### config.mk
export PLATFORM = sky130hd
export DESIGN_NAME = fifo_ring
export DESIGN_NICKNAME = d
export VERILOG_FILES = /design/src/rtl/fifo_ring.sv
export SDC_FILE = /design/constraint.sdc
export NUM_CORES = 2
export LEC_CHECK = 0
export BUFFER_PORTS_ARGS = -buffer_cell sky130_fd_sc_hd__buf_4
export CAP_MARGIN = 5
export CORE_MARGIN = 2
export CORE_UTILIZATION = 25
export CTS_BUF_LIST = sky130_fd_sc_hd__clkbuf_8
export DETAILED_ROUTE_END_ITERATION = 8
export PLACE_DENSITY_LB_ADDON = 0.2
export SLEW_MARGIN = 20
export SYNTH_ARGS = -nofsm -noshare
export SYNTH_HDL_FRONTEND = slang
export SYNTH_SLANG_ARGS = --single-unit
### constraint.sdc
create_clock -name CLK -period 27.4 [get_ports CLK]
set_input_delay 2.74 -clock CLK [delete_from_list [all_inputs] [get_ports CLK]]
set_output_delay 2.74 -clock CLK [all_outputs]
set_load 0.03 [all_outputs]
### src/rtl/fifo_ring.sv
// fifo_ring: round-robin FIFO of DEPTH single-entry slots.
// Enq rotates through slots via wptr, deq via rptr, so each slot sees at
// most one access per cycle. All RDYs come from registered state only.
// Flush overrides any coincident enq/deq.
module fifo_ring #(
  parameter int unsigned WIDTH    = 704,
  parameter int unsigned DEPTH    = 4,
  parameter int unsigned AF_LEVEL = DEPTH - 1
) (
  input  logic                       CLK,
  input  logic                       nRST,
  input  logic                       in_enq__ENA,
  input  logic [WIDTH-1:0]           in_enq_v,
  output logic                       in_enq__RDY,
  input  logic                       out_deq__ENA,
  output logic                       out_deq__RDY,
  output logic [WIDTH-1:0]           out_first,
  output logic                       out_first__RDY,
  input  logic                       flush__ENA,
  output logic                       flush__RDY,
  output logic [$clog2(DEPTH+1)-1:0] count,
  output logic                       almost_full
);

  localparam int unsigned PW = $clog2(DEPTH);
  localparam int unsigned CW = $clog2(DEPTH + 1);

  logic [DEPTH-1:0]            slot_vld;
  logic [DEPTH-1:0][WIDTH-1:0] slot_q;
  logic [PW-1:0]               wptr, rptr;
  logic                        enq_fire, deq_fire;

  // Pointer wrap without a power-of-two assumption.
  function automatic logic [PW-1:0] ptr_nxt(input logic [PW-1:0] p);
    return (p == PW'(DEPTH - 1)) ? '0 : p + 1'b1;
  endfunction

  assign in_enq__RDY    = ~slot_vld[wptr];
  assign out_deq__RDY   = slot_vld[rptr];
  assign out_first__RDY = slot_vld[rptr];
  assign out_first      = slot_vld[rptr] ? slot_q[rptr] : '0;
  assign flush__RDY     = 1'b1;
  assign almost_full    = (count >= CW'(AF_LEVEL));

  // Strobes without RDY are ignored; flush drops both.
  assign enq_fire = in_enq__ENA  & in_enq__RDY  & ~flush__ENA;
  assign deq_fire = out_deq__ENA & out_deq__RDY & ~flush__ENA;

  for (genvar i = 0; i < DEPTH; i++) begin : g_slot
    logic wr, rd;
    assign wr = enq_fire && (wptr == PW'(i));
    assign rd = deq_fire && (rptr == PW'(i));

    // Slot valid bit: set on write, cleared on read or flush.
    always_ff @(posedge CLK or negedge nRST) begin
      if (!nRST)           slot_vld[i] <= 1'b0;
      else if (flush__ENA) slot_vld[i] <= 1'b0;
      else if (wr)         slot_vld[i] <= 1'b1;
      else if (rd)         slot_vld[i] <= 1'b0;
    end

    // Slot payload: no reset, only written on enq; first is masked by valid.
    always_ff @(posedge CLK) begin
      if (wr) slot_q[i] <= in_enq_v;
    end
  end

  // Pointers and occupancy count.
  always_ff @(posedge CLK or negedge nRST) begin
    if (!nRST) begin
      wptr  <= '0;
      rptr  <= '0;
      count <= '0;
    end else if (flush__ENA) begin
      wptr  <= '0;
      rptr  <= '0;
      count <= '0;
    end else begin
      if (enq_fire) wptr <= ptr_nxt(wptr);
      if (deq_fire) rptr <= ptr_nxt(rptr);
      case ({enq_fire, deq_fire})
        2'b10:   count <= count + 1'b1;
        2'b01:   count <= count - 1'b1;
        default: count <= count;
      endcase
    end
  end

endmodule

==> results_dict.tcl <==
set metrics [dict create \
    outcome "finished, final reports clean" \
    final_design_area_no_fill_um2 133400 \
    synth.area.mux_share_pct 14.95 \
    synth_sequential_area_ratio_pct 79.59 \
    detail_route.first_pass.iterations 7 \
    routed-via-count 52640 \
    grt_pass1_wl_mm 435.8 \
    viasPerCell 4.244 \
    rsz0062_at_grt "false" \
    synth-compound-area-share_pct 0.07982 \
    ys_warn_count 0 \
    dp_worst_slack_ps 18360 \
    power.sequential.fraction_pct 51.0 \
    holdBufCountCts 0 \
    cts-buffers-inserted 520 \
    area_of_the_multi_input_gates_um2 20720 \
    finalHoldViolCount 0 \
    grt_antenna_before_repair 131 \
    post_synth_and_or_nand_nor_area_fraction_pct 4.277 \
    ff2ff_path_depth 8 \
    post_synth_fa_ha_maj_area_fraction_pct 0.1127 \
    worst_hold_path_depth 2 \
    end_kind "output pin" \
    placed_area_um2 124100 \
    finalWirelength_mm 315.3 \
    clkLatencyLatePin_ps 1100 \
    power_report.internal_total_mw 7.176 \
    switching_share_pct 25.92 \
    core.rowCount 239 \
    setup-tns-final_ps 0 \
    vdd_drop_max_mv 0.04341 \
    path_clk_slew_ps 60 \
    tritoncts "done" \
    timing.final.max_slew_violations 0 \
    combPwrFrac_pct 11.6 \
    postSynthNetCount 5262 \
    die_width_um 657.0 \
    route.detailed.drc 0 \
    grt_use_total_pct 14.07 \
    post_synth_inst_count 4544 \
    min_to "slot_vld[3]" \
    cp_data_arrival_time_ps 5550 \
    clock_sink_count 2827 \
    synth-xor-area-share_pct 0.008217 \
    count_of_max_cap_constraint_violations 0 \
    post-route-period-util_pct 30.25 \
    synth.ff_latch_count 2827 \
    grt_remaining_overflow 0 \
    vias_in_the_first_global_route 56760 \
    max_freq_ghz 0.1207 \
    gr-usage-met1_pct 15.05 \
    grtUsageMet3_pct 5.016 \
    post-layout-total-power_mw 9.687 \
    placeableCoreArea_um2 424000 \
    cts.path.max_buffers 4 \
    worst_ep_required_time_ps 24660 \
    synth_top_family_by_area "multiplexers" \
    floorplan.initialDensity_pct 25.14 \
    report.final.setup_viol 0 \
    final_cells 12400 \
    syn_area_um2 106600 \
    grt.met2_usage_pct 25.51 \
    cts_post_setup_buffers_inserted 0 \
    antenna_left 0 \
    worstSetupStartpointType "flip-flop" \
    fp.dieArea_um2 431600 \
    worst_slew_pin_slew_ps 1139 \
    global_route.peak_usage_layer "met2" \
    fill_cells 41310 \
    detail_route.wl_per_cell_um 25.42 \
    numPortBuffers 1419 \
    worstPathMaxFanout 87 \
    cts.repair.resized 0 \
    cts-htree-levels 6 \
    timing.final.crit_period_ps 8287 \
    synth.distinct_cells 31 \
    worst_hold_startpoint "slot_vld[3]" \
    relSlewSlack_pct 24.10 \
    dp_cells 11460 \
    clock_power_share_pct 37.4 \
    powerDensity_nw_per_um2 72.63 \
    worst-r2r-setup-slack_ps 20530 \
    syn2layout_area_growth_pct 25.13 \
    path_class "reg -> out" \
    die_height_um 657.0 \
    worst_path_setup_slack_after_routing_ps 19110 \
    netSwitchingPower_mw 2.511 \
    final_layout_size_suffix_gt1_share_pct 42.20 \
    first_iter_violations 2958 \
    r2r-start "wptr[0]" \
    layout.area.seq_um2 84840 \
    hold_path_class "reg -> reg" \
    total_leakage_power_nw 44.41 \
    design.portCount 1421 \
    cts_root_buf "sky130_fd_sc_hd__clkbuf_8" \
    gp_routability_congestion 0.7580 \
    final_net_count 7042 \
    finalClockSkew_ps 53.79 \
    post_synth.cell_area_avg_um2 23.46 \
    r2r_end "slot_q[2509]" \
    grt_start_max_net_pins 140 \
    hpwlAfterDp_mm 200.4 \
]
## stage by stage
stage	utilization (%)	hold slack, ps
floorplan	-	502.3
global placement	29.26	584.4
detailed placement	29.26	588.4
CTS	31.43	605.5
global route	31.44	633.1
finish	31.46	583.1
## registers in the layout, summed over array words and instances (netlist names)
register / count
rptr: 2
slot_q: 2816
wptr: 2
slot_vld: 4
count: 3
## worst max-delay path: stages (launching register included)
cell	delay, ps
sky130_fd_sc_hd__dfrtp_4	950
sky130_fd_sc_hd__buf_12	650
sky130_fd_sc_hd__buf_4	790
sky130_fd_sc_hd__buf_4	850
sky130_fd_sc_hd__mux4_2	600
sky130_fd_sc_hd__and2_1	200
sky130_fd_sc_hd__buf_4	170
## cell type report
cell class	count	share of cell area, %
antenna	36	0.06754
tap	5663	5.312
timing repair buffer	1499	8.567
clock buffer	524	5.407
inverter	8	0.02251
multi-input combinational	1468	15.54
sequential	2827	63.61
clock inverter	378	1.477
## cell usage after synthesis, drive strengths merged
library cell  number  share of area (%)
edfxtp          2816                 79
and2             708                4.2
mux4             706                 15
clkbuf           161               0.57
buf               80               0.38
dfrtp             11               0.26
ha                 8              0.094
inv                8              0.028
nand2              7              0.025
nor2               7              0.027
nand3              6              0.028
a21oi              5              0.023
a22oi              4              0.028
nor3               3              0.019
mux2               2              0.021
nand2b             2              0.012
o21ai              2             0.0094
a2111o             1              0.011
and3               1             0.0059
conb               1             0.0035
fa                 1              0.019
mux2i              1             0.0094
nor2b              1             0.0059
o2111ai            1             0.0082
xor2               1             0.0082
## worst max path at each step
| stage | from | end | depth (start not counted) |
|---|---|---|---|
| 3_5_place_dp | in_enq__ENA | slot_q[2541] | 9 |
| 5_1_grt | rptr[0] | out_first[437] | 6 |
| 2_1_floorplan | in_enq__ENA | slot_q[0] | 3 |
| 6_report | rptr[0] | out_first[437] | 6 |
| 4_1_cts | rptr[0] | out_first[584] | 6 |
| 3_3_place_gp | in_enq__ENA | slot_q[2540] | 9 |
## power by group through the flow
stage	logic, mW	registers (mW)	clock network (mW)
2_1_floorplan	0.623	5.13	0
3_3_place_gp	1.15	5.02	0
3_5_place_dp	1.16	5.03	0
4_1_cts	1.16	4.94	3.77
5_1_grt	1.20	4.95	3.95
6_report	1.13	4.94	3.62
## kinds of logic (layout without fill, tap and decap cells)
| logic type | count (synthesis) | count (layout) |
|---|---|---|
| compound gates | 13 | 13 |
| xor+xnor | 1 | 1 |
| fa+ha+maj | 9 | 9 |
| buf+inv | 249 | 2409 |
| flops | 2827 | 2827 |
| mux | 709 | 709 |
| other cells | 1 | 37 |
| simple gates | 735 | 735 |
## placed cells by master, fill, tap and decap left out, types with 12 or more instances in the layout
| cell | netlist | layout |
|---|---|---|
| sky130_fd_sc_hd__and2_1 | 708 | 704 |
| sky130_fd_sc_hd__buf_12 | 0 | 12 |
| sky130_fd_sc_hd__inv_6 | 0 | 18 |
| sky130_fd_sc_hd__clkinv_2 | 0 | 33 |
| sky130_fd_sc_hd__mux4_2 | 706 | 705 |
| sky130_fd_sc_hd__edfxtp_1 | 2816 | 2816 |
| sky130_fd_sc_hd__diode_2 | 0 | 36 |
| sky130_fd_sc_hd__clkinv_1 | 0 | 120 |
| sky130_fd_sc_hd__buf_4 | 2 | 1485 |
| sky130_fd_sc_hd__inv_1 | 8 | 175 |
| sky130_fd_sc_hd__clkbuf_8 | 0 | 524 |
## routing by layer
metal	routed length, um	vias to the layer above	share of wire, %
met5	520	-	0.16
met3	23680	634	7.5
li1	-	22430	-
met4	10090	82	3.2
met1	113900	27840	36
met2	167100	1653	53
Power figures use the tool's default switching activity.
